--- config.mk ---
export PLATFORM = sky130hd
export DESIGN_NAME = reg_operand_fetch_fpga_flat
export DESIGN_NICKNAME = d
export VERILOG_FILES = /design/src/rtl/reg_operand_fetch_fpga_if.sv /design/src/rtl/reg_operand_fetch_fpga.sv /design/src/flat_wrapper.sv
export SDC_FILE = /design/constraint.sdc
export NUM_CORES = 1
export LEC_CHECK = 0
export CAP_MARGIN = 20
export CORE_UTILIZATION = 30
export CTS_CLUSTER_DIAMETER = 150
export DETAILED_ROUTE_END_ITERATION = 12
export GPL_ROUTABILITY_DRIVEN = 0
export GPL_TIMING_DRIVEN = 0
export HOLD_SLACK_MARGIN = 0.12
export SLEW_MARGIN = 30
export SYNTH_ARGS = -nofsm -noshare
export SYNTH_HDL_FRONTEND = slang
export SYNTH_SLANG_ARGS = --single-unit
--- constraint.sdc ---
create_clock -name clk -period 2.5 [get_ports clk]
set_input_delay 0.375 -clock clk [delete_from_list [all_inputs] [get_ports clk]]
set_output_delay 0.375 -clock clk [all_outputs]
set_load 0.01 [all_outputs]
--- src/rtl/reg_operand_fetch_fpga_if.sv ---
// Purpose: bundles the operand-fetch request channel, the register-file read
//          ports, the snooped register-file write ports and the operand
//          delivery channel into one interface.
// Modports:
//   slave  - used by reg_operand_fetch_fpga (drives req_ready, rd*_addr, op_*)
//   master - used by the environment (drives requests, read data, writes,
//            op_ready)
interface reg_operand_fetch_fpga_if #(
  parameter int unsigned TAG_WIDTH = 6
);
  localparam int unsigned AW = 7;
  localparam int unsigned DW = 32;

  // Request channel
  logic                 req_valid;
  logic                 req_ready;
  logic [AW-1:0]        req_src0;
  logic [AW-1:0]        req_src1;
  logic [AW-1:0]        req_src2;
  logic [2:0]           req_mask;
  logic [TAG_WIDTH-1:0] req_tag;

  // Register-file read ports
  logic [AW-1:0]        rd0_addr;
  logic [AW-1:0]        rd1_addr;
  logic [AW-1:0]        rd2_addr;
  logic [DW-1:0]        rd0_data;
  logic [DW-1:0]        rd1_data;
  logic [DW-1:0]        rd2_data;

  // Snooped register-file write ports
  logic                 wr0_en;
  logic [AW-1:0]        wr0_addr;
  logic [DW-1:0]        wr0_data;
  logic                 wr1_en;
  logic [AW-1:0]        wr1_addr;
  logic [DW-1:0]        wr1_data;

  // Operand delivery channel
  logic                 op_valid;
  logic                 op_ready;
  logic [DW-1:0]        op_data0;
  logic [DW-1:0]        op_data1;
  logic [DW-1:0]        op_data2;
  logic [TAG_WIDTH-1:0] op_tag;

  modport slave (
    input  req_valid, req_src0, req_src1, req_src2, req_mask, req_tag,
    output req_ready,
    output rd0_addr, rd1_addr, rd2_addr,
    input  rd0_data, rd1_data, rd2_data,
    input  wr0_en, wr0_addr, wr0_data, wr1_en, wr1_addr, wr1_data,
    output op_valid, op_data0, op_data1, op_data2, op_tag,
    input  op_ready
  );

  modport master (
    output req_valid, req_src0, req_src1, req_src2, req_mask, req_tag,
    input  req_ready,
    input  rd0_addr, rd1_addr, rd2_addr,
    output rd0_data, rd1_data, rd2_data,
    output wr0_en, wr0_addr, wr0_data, wr1_en, wr1_addr, wr1_data,
    input  op_valid, op_data0, op_data1, op_data2, op_tag,
    output op_ready
  );
endinterface

--- src/rtl/reg_operand_fetch_fpga.sv ---
// Purpose: read-side client of the 128x32b 3R/2W block-RAM register file.
//          Takes requests for up to three source registers, drives the read
//          ports, hides the one-cycle read latency and returns operands under
//          valid/ready. Both write ports are snooped so delivered operands
//          include every write committed before delivery.
// Ports:
//   clk  - clock, all state on the rising edge
//   rst  - asynchronous active-low reset
//   bus  - request / read-port / write-snoop / operand channels (slave side)
module reg_operand_fetch_fpga #(
  parameter int unsigned TAG_WIDTH = 6
) (
  input logic                    clk,
  input logic                    rst,
  reg_operand_fetch_fpga_if.slave bus
);
  localparam int unsigned AW = 7;
  localparam int unsigned DW = 32;
  localparam int unsigned NS = 3;

  // Bit 0 = stage A (read in flight) valid, bit 1 = stage O (output) valid.
  typedef enum logic [1:0] {
    ST_EMPTY = 2'b00,
    ST_FETCH = 2'b01,
    ST_OUT   = 2'b10,
    ST_FULL  = 2'b11
  } state_t;

  state_t               r_state;

  // Stage A
  logic [AW-1:0]        r_a_src      [NS];
  logic [NS-1:0]        r_a_mask;
  logic [TAG_WIDTH-1:0] r_a_tag;
  logic [NS-1:0]        r_a_fwd;
  logic [DW-1:0]        r_a_fwd_data [NS];

  // Stage O
  logic [DW-1:0]        r_op_data    [NS];
  logic [AW-1:0]        r_op_src     [NS];
  logic [NS-1:0]        r_op_mask;
  logic [TAG_WIDTH-1:0] r_op_tag;

  logic                 w_a_valid;
  logic                 w_op_valid;
  logic                 w_adv;
  logic                 w_req_ready;
  logic                 w_accept;
  logic                 w_a_next;
  logic                 w_op_next;
  logic                 w_we;
  logic [AW-1:0]        w_waddr;
  logic [DW-1:0]        w_wdata;
  logic [AW-1:0]        w_req_src    [NS];
  logic [DW-1:0]        w_rd_data    [NS];
  logic [AW-1:0]        w_rd_addr    [NS];
  logic [DW-1:0]        w_sel        [NS];
  logic [NS-1:0]        w_req_hit;
  logic [NS-1:0]        w_a_hit;
  logic [NS-1:0]        w_op_hit;

  assign w_req_src[0] = bus.req_src0;
  assign w_req_src[1] = bus.req_src1;
  assign w_req_src[2] = bus.req_src2;
  assign w_rd_data[0] = bus.rd0_data;
  assign w_rd_data[1] = bus.rd1_data;
  assign w_rd_data[2] = bus.rd2_data;

  // Pipeline control; rst gates acceptance so nothing is read while in reset.
  always_comb begin
    w_a_valid   = (r_state == ST_FETCH) || (r_state == ST_FULL);
    w_op_valid  = (r_state == ST_OUT)   || (r_state == ST_FULL);
    w_adv       = w_a_valid && (!w_op_valid || bus.op_ready);
    w_req_ready = rst && (!w_a_valid || w_adv);
    w_accept    = bus.req_valid && w_req_ready;
    w_a_next    = w_accept || (w_a_valid && !w_adv);
    w_op_next   = w_adv || (w_op_valid && !bus.op_ready);
  end

  // Effective write mirrors the file's arbitration: wr1 wins over wr0.
  always_comb begin
    w_we    = bus.wr1_en || bus.wr0_en;
    w_waddr = bus.wr1_en ? bus.wr1_addr : bus.wr0_addr;
    w_wdata = bus.wr1_en ? bus.wr1_data : bus.wr0_data;
  end

  // Per-source write hits, operand select and read-address steering.
  always_comb begin
    w_req_hit = '0;
    w_a_hit   = '0;
    w_op_hit  = '0;
    for (int i = 0; i < int'(NS); i++) begin
      w_req_hit[i] = w_we && (w_waddr == w_req_src[i]);
      w_a_hit[i]   = w_we && (w_waddr == r_a_src[i]);
      w_op_hit[i]  = w_we && (w_waddr == r_op_src[i]);
      // Current write beats the captured forward, which beats the stale BRAM.
      if (w_a_hit[i])        w_sel[i] = w_wdata;
      else if (r_a_fwd[i])   w_sel[i] = r_a_fwd_data[i];
      else                   w_sel[i] = w_rd_data[i];
      w_rd_addr[i] = '0;
      if (w_accept) begin
        if (bus.req_mask[i]) w_rd_addr[i] = w_req_src[i];
      end else if (w_a_valid) begin
        if (r_a_mask[i])     w_rd_addr[i] = r_a_src[i];
      end
    end
  end

  // State, stage A and stage O registers.
  always_ff @(posedge clk or negedge rst) begin
    if (!rst) begin
      r_state   <= ST_EMPTY;
      r_a_mask  <= '0;
      r_a_tag   <= '0;
      r_a_fwd   <= '0;
      r_op_mask <= '0;
      r_op_tag  <= '0;
      for (int i = 0; i < int'(NS); i++) begin
        r_a_src[i]      <= '0;
        r_a_fwd_data[i] <= '0;
        r_op_data[i]    <= '0;
        r_op_src[i]     <= '0;
      end
    end else begin
      r_state <= state_t'({w_op_next, w_a_next});

      if (w_accept) begin
        r_a_mask <= bus.req_mask;
        r_a_tag  <= bus.req_tag;
      end

      for (int i = 0; i < int'(NS); i++) begin
        if (w_accept) r_a_src[i] <= w_req_src[i];

        // The BRAM misses a write made in the same cycle as its read, so
        // only the most recent cycle's matching write needs remembering.
        r_a_fwd_data[i] <= w_wdata;
        if (w_accept)                r_a_fwd[i] <= w_req_hit[i];
        else if (w_a_valid && !w_adv) r_a_fwd[i] <= w_a_hit[i];
        else                          r_a_fwd[i] <= 1'b0;

        if (w_adv) begin
          r_op_data[i] <= r_a_mask[i] ? w_sel[i] : DW'(0);
          r_op_src[i]  <= r_a_src[i];
        end else if (w_op_valid && bus.op_ready) begin
          r_op_data[i] <= '0;
        end else if (w_op_valid && r_op_mask[i] && w_op_hit[i]) begin
          r_op_data[i] <= w_wdata;
        end
      end

      if (w_adv) begin
        r_op_mask <= r_a_mask;
        r_op_tag  <= r_a_tag;
      end else if (w_op_valid && bus.op_ready) begin
        r_op_mask <= '0;
        r_op_tag  <= '0;
      end
    end
  end

  assign bus.req_ready = w_req_ready;
  assign bus.rd0_addr  = w_rd_addr[0];
  assign bus.rd1_addr  = w_rd_addr[1];
  assign bus.rd2_addr  = w_rd_addr[2];
  assign bus.op_valid  = w_op_valid;
  assign bus.op_data0  = r_op_data[0];
  assign bus.op_data1  = r_op_data[1];
  assign bus.op_data2  = r_op_data[2];
  assign bus.op_tag    = r_op_tag;

endmodule

--- src/flat_wrapper.sv ---
// flat-port wrapper written by rule: the top's interface ports become plain ports
module reg_operand_fetch_fpga_flat 
#(
  parameter int unsigned TAG_WIDTH = 6
)
  (clk, rst, bus_req_valid, bus_req_src0, bus_req_src1, bus_req_src2, bus_req_mask, bus_req_tag, bus_req_ready, bus_rd0_addr, bus_rd1_addr, bus_rd2_addr, bus_rd0_data, bus_rd1_data, bus_rd2_data, bus_wr0_en, bus_wr0_addr, bus_wr0_data, bus_wr1_en, bus_wr1_addr, bus_wr1_data, bus_op_valid, bus_op_data0, bus_op_data1, bus_op_data2, bus_op_tag, bus_op_ready);
  reg_operand_fetch_fpga_if #(.TAG_WIDTH(TAG_WIDTH)) bus_i ();
  input logic clk;
  input logic rst;
  input wire logic [$bits(bus_i.req_valid)-1:0] bus_req_valid;
  input wire logic [$bits(bus_i.req_src0)-1:0] bus_req_src0;
  input wire logic [$bits(bus_i.req_src1)-1:0] bus_req_src1;
  input wire logic [$bits(bus_i.req_src2)-1:0] bus_req_src2;
  input wire logic [$bits(bus_i.req_mask)-1:0] bus_req_mask;
  input wire logic [$bits(bus_i.req_tag)-1:0] bus_req_tag;
  output wire logic [$bits(bus_i.req_ready)-1:0] bus_req_ready;
  output wire logic [$bits(bus_i.rd0_addr)-1:0] bus_rd0_addr;
  output wire logic [$bits(bus_i.rd1_addr)-1:0] bus_rd1_addr;
  output wire logic [$bits(bus_i.rd2_addr)-1:0] bus_rd2_addr;
  input wire logic [$bits(bus_i.rd0_data)-1:0] bus_rd0_data;
  input wire logic [$bits(bus_i.rd1_data)-1:0] bus_rd1_data;
  input wire logic [$bits(bus_i.rd2_data)-1:0] bus_rd2_data;
  input wire logic [$bits(bus_i.wr0_en)-1:0] bus_wr0_en;
  input wire logic [$bits(bus_i.wr0_addr)-1:0] bus_wr0_addr;
  input wire logic [$bits(bus_i.wr0_data)-1:0] bus_wr0_data;
  input wire logic [$bits(bus_i.wr1_en)-1:0] bus_wr1_en;
  input wire logic [$bits(bus_i.wr1_addr)-1:0] bus_wr1_addr;
  input wire logic [$bits(bus_i.wr1_data)-1:0] bus_wr1_data;
  output wire logic [$bits(bus_i.op_valid)-1:0] bus_op_valid;
  output wire logic [$bits(bus_i.op_data0)-1:0] bus_op_data0;
  output wire logic [$bits(bus_i.op_data1)-1:0] bus_op_data1;
  output wire logic [$bits(bus_i.op_data2)-1:0] bus_op_data2;
  output wire logic [$bits(bus_i.op_tag)-1:0] bus_op_tag;
  input wire logic [$bits(bus_i.op_ready)-1:0] bus_op_ready;
  assign bus_i.req_valid = bus_req_valid;
  assign bus_i.req_src0 = bus_req_src0;
  assign bus_i.req_src1 = bus_req_src1;
  assign bus_i.req_src2 = bus_req_src2;
  assign bus_i.req_mask = bus_req_mask;
  assign bus_i.req_tag = bus_req_tag;
  assign bus_req_ready = bus_i.req_ready;
  assign bus_rd0_addr = bus_i.rd0_addr;
  assign bus_rd1_addr = bus_i.rd1_addr;
  assign bus_rd2_addr = bus_i.rd2_addr;
  assign bus_i.rd0_data = bus_rd0_data;
  assign bus_i.rd1_data = bus_rd1_data;
  assign bus_i.rd2_data = bus_rd2_data;
  assign bus_i.wr0_en = bus_wr0_en;
  assign bus_i.wr0_addr = bus_wr0_addr;
  assign bus_i.wr0_data = bus_wr0_data;
  assign bus_i.wr1_en = bus_wr1_en;
  assign bus_i.wr1_addr = bus_wr1_addr;
  assign bus_i.wr1_data = bus_wr1_data;
  assign bus_op_valid = bus_i.op_valid;
  assign bus_op_data0 = bus_i.op_data0;
  assign bus_op_data1 = bus_i.op_data1;
  assign bus_op_data2 = bus_i.op_data2;
  assign bus_op_tag = bus_i.op_tag;
  assign bus_i.op_ready = bus_op_ready;
  reg_operand_fetch_fpga #(.TAG_WIDTH(TAG_WIDTH)) u_core (.clk(clk), .rst(rst), .bus(bus_i));
endmodule
==> reports/metrics.cfg <==
[die]
core_um2 = 36900
boundaryPins = 335
die_w_um = 196
dieArea_um2 = 38600
initial_core_util = 0.307
die_y_um = 196
placementRows = 70

[route]
highest_layer = met5
wl_met1_mm = 20.7
route.vias.total = 10900
drt-wirelength-per-cell_um = 23.9
firstDrtPassIters = 5
antenna_left = 0
viasPerCell = 5.35
drc_errors = 0
dr.first_iter.drc_count = 749
finalWirelength_mm = 48.7
wl_met3_mm = 3.89
met2_length_mm = 23.0

[finish]
instances_no_fill = 2041
area_growth_pct = 46.3
fill_cells = 3519
final_common_cell = clkdlybuf4s50_1
postLayoutCoreUtil = 0.450
drive_above_1_share = 0.214
nets = 1732
layout_common_cells = clkdlybuf4s50_1 (306), dfrtp_1 (192), nand3_1 (186), mux2_2 (126), nand2_1 (123)

[synth]
syn_avg_cell_area_um2 = 10.0
yosys.area.top_type = dfrtp_1
synth_fp_nets = 1343
ys_types = 33
yosys_register_bits = 193
synthMuxAreaShare = 0.168
ys_warn_count = 0
syn_area_um2 = 11300
synth.top_cells.by_area = dfrtp_1 (43%), mux2_2 (13%), nand3_1 (8.3%)
synthSimpleGateAreaFrac = 0.176
yosysSeqAreaShare = 0.426
synth_xor_area_frac = 0.0510
synth_compound_area_frac = 0.138
synth_fa_ha_area_frac = 0
syn-instance-count = 1133
synth_top_family_by_area = simple AND/OR/NAND/NOR gates
synth_top_area_share = 0.426

[sta]
min_period_ns = 2.46
setup_viol_count_final = 0
slew_violations = 0
worstMarginPinSlew_ns = 1.00
rsz0062_at_grt = true
fin_crit_sh = 0.984
max-slew-margin-rel = 0.332
fin_skew_ns = 0.0101
hold_violations = 0
timing.fmax_mhz = 406

[place]
port_buffers = 330
place_hpwl_mm = 35.0
dp.cells = 1969

[clock_tree]
cts_tree = yes
cts_sinks = 193
cts_buffers = 17
ctsHtreeMaxLevel = 4
clk_pin_slew_ns = 0.08
clock_latency_ns = 0.46
cts.path.max_buffers = 2
cts_root_buf = clkbuf_16

[worst_hold_path]
hold-path-endpoint = u_core.r_a_mask[0]
holdCritPathClass = primary input to flip-flop
whs_path_depth = 2
min-delay-start = bus_req_mask[0]

[setup_path]
crit_type = primary input to flip-flop
start_kind = primary input
required_ns = 2.82
r2r_slack_ns = 0.16
reg2reg_from = u_core.r_state[1]
worst_r2r_endpoint = u_core.bus.op_data1[10]
r2r_cells = 5
worst_ep_arrival_time_ns = 2.78
cp_max_fo = 10
crit_path_end_kind = flip-flop

[power_and_ir_drop]
ir_drop_v = 0.000541
powerDensity_nw_per_um2 = 686
p_leak_nw = 6.34

[run_status]
status = finished clean

[global_route]
grt_max_degree = 65
grt_pass1_vias = 11100
antenna_found_initial = 2
grt_overflow = 0
track_usage = 0.251
grt_pass1_wl_mm = 71.3

[job]
cap_violations = 0

==> per-layer routing <==
| metal | vias to the layer above | global-route usage |
|---|---|---|
| met2 | 535 | 0.410 |
| met4 | 2 | 0.0848 |
| li1 | 4899 | - |
| met1 | 5426 | 0.329 |
| met5 | - | 0 |
| met3 | 65 | 0.0515 |
==> area by class of cell <==
| cell class | instances | area, µm² | area share |
|---|---|---|---|
| multi-input combinational | 838 | 6080 | 0.367 |
| sequential | 193 | 4830 | 0.291 |
| timing repair buffer | 377 | 3850 | 0.232 |
| tap | 504 | 631 | 0.0380 |
| buffer | 95 | 557 | 0.0336 |
| clock buffer | 21 | 470 | 0.0284 |
| clock inverter | 11 | 151 | 0.00913 |
| antenna | 2 | 5.00 | 0.000302 |
==> cells in the mapped netlist <==
| cell | instances |
|---|---|
| o21bai_1 | 1 |
| dfrtp_1 | 193 |
| nand2b_1 | 3 |
| nand3b_1 | 1 |
| nand4_1 | 8 |
| clkbuf_1 | 71 |
| mux2i_4 | 7 |
| buf_4 | 3 |
| o32ai_1 | 3 |
| nor2_2 | 18 |
| and2_1 | 5 |
| nand3_1 | 188 |
| o31a_1 | 32 |
| xnor2_1 | 29 |
| a31oi_1 | 32 |
| buf_6 | 7 |
| and4_1 | 2 |
| o21a_1 | 1 |
| a41oi_2 | 28 |
| o21ai_0 | 24 |
| and3_1 | 4 |
| xor2_1 | 37 |
| buf_2 | 13 |
| a21o_1 | 2 |
| mux2_2 | 126 |
| a41oi_1 | 36 |
| nand2_1 | 124 |
| mux2i_1 | 33 |
| a22o_1 | 6 |
| nor2_1 | 80 |
| o41ai_4 | 3 |
| nor3_1 | 5 |
| buf_1 | 8 |
==> how the worst max path moves through the flow <==
stage | startpoint | endpoint | cells after the start
floorplan | bus_wr1_en | u_core.bus.op_data0[10] | 8
global placement | rst | bus_rd2_addr[6] | 7
detailed placement | bus_op_ready | bus_rd2_addr[6] | 8
CTS | u_core.r_state[0] | bus_rd0_addr[6] | 8
global route | bus_wr1_addr[0] | u_core.bus.op_data0[2] | 10
finish | bus_wr1_addr[0] | u_core.bus.op_data0[10] | 9
==> flip-flops by register name (all words and copies together) (netlist names) <==
signal / cells
u_core.bus.op_data0: 32
u_core.bus.op_data1: 32
u_core.bus.op_data2: 32
u_core.r_a_fwd_data: 32
u_core.r_a_src: 21
u_core.r_op_src: 21
u_core.bus.op_tag: 6
u_core.r_a_tag: 6
u_core.r_a_fwd: 3
u_core.r_a_mask: 3
u_core.r_op_mask: 3
u_core.r_state: 2
==> worst max-delay path, cell delays in order <==
cell and delay, ns:
clkdlybuf4s50_1 0.45, mux2i_4 0.27, buf_4 0.19, xnor2_1 0.07, nor3_1 0.30, nand4_1 0.40
clkbuf_2 0.39, nand3_1 0.19, a41oi_2 0.14
==> cells by family after synthesis <==
group,count (synthesis)
muxes,166
xor gates and xnor gates,66
and+or+nand+nor,438
buffers and inverters,102
DFF,193
AOI/OAI and AO/OA,168
==> through the flow <==
step	area, µm²	total power [W]	setup slack, ns	setup TNS (ns)	hold slack (ns)
floorplan	11300	0.00607	0.0905	0	0.0794
global placement	15300	0.00819	-7.82	-1987.04	0.477
detailed placement	15300	0.00824	-1.25	-121.86	0.359
CTS	16500	0.0114	0.0119	0	0.391
global route	16600	0.0119	-0.0205	-0.0355	0.462
finish	16600	0.0114	0.0397	0	0.404
==> power breakdown <==
part	internal (W)	switching, W
combinational	0.00208	0.00194
clock	0.00166	0.00134
sequential	0.00380	0.000541
total	0.00755	0.00382
==> timing repair <==
item                                   in CTS  in global routing
cloned                                      1                  1
endpoints found under the hold margin      64                  0
pin swaps                                   4                  1
resized for setup                          97                 51
setup endpoints to repair                 146                111
hold buffers                                6                  0
setup buffers                              35                  2
Power figures use the tool's default switching activity.
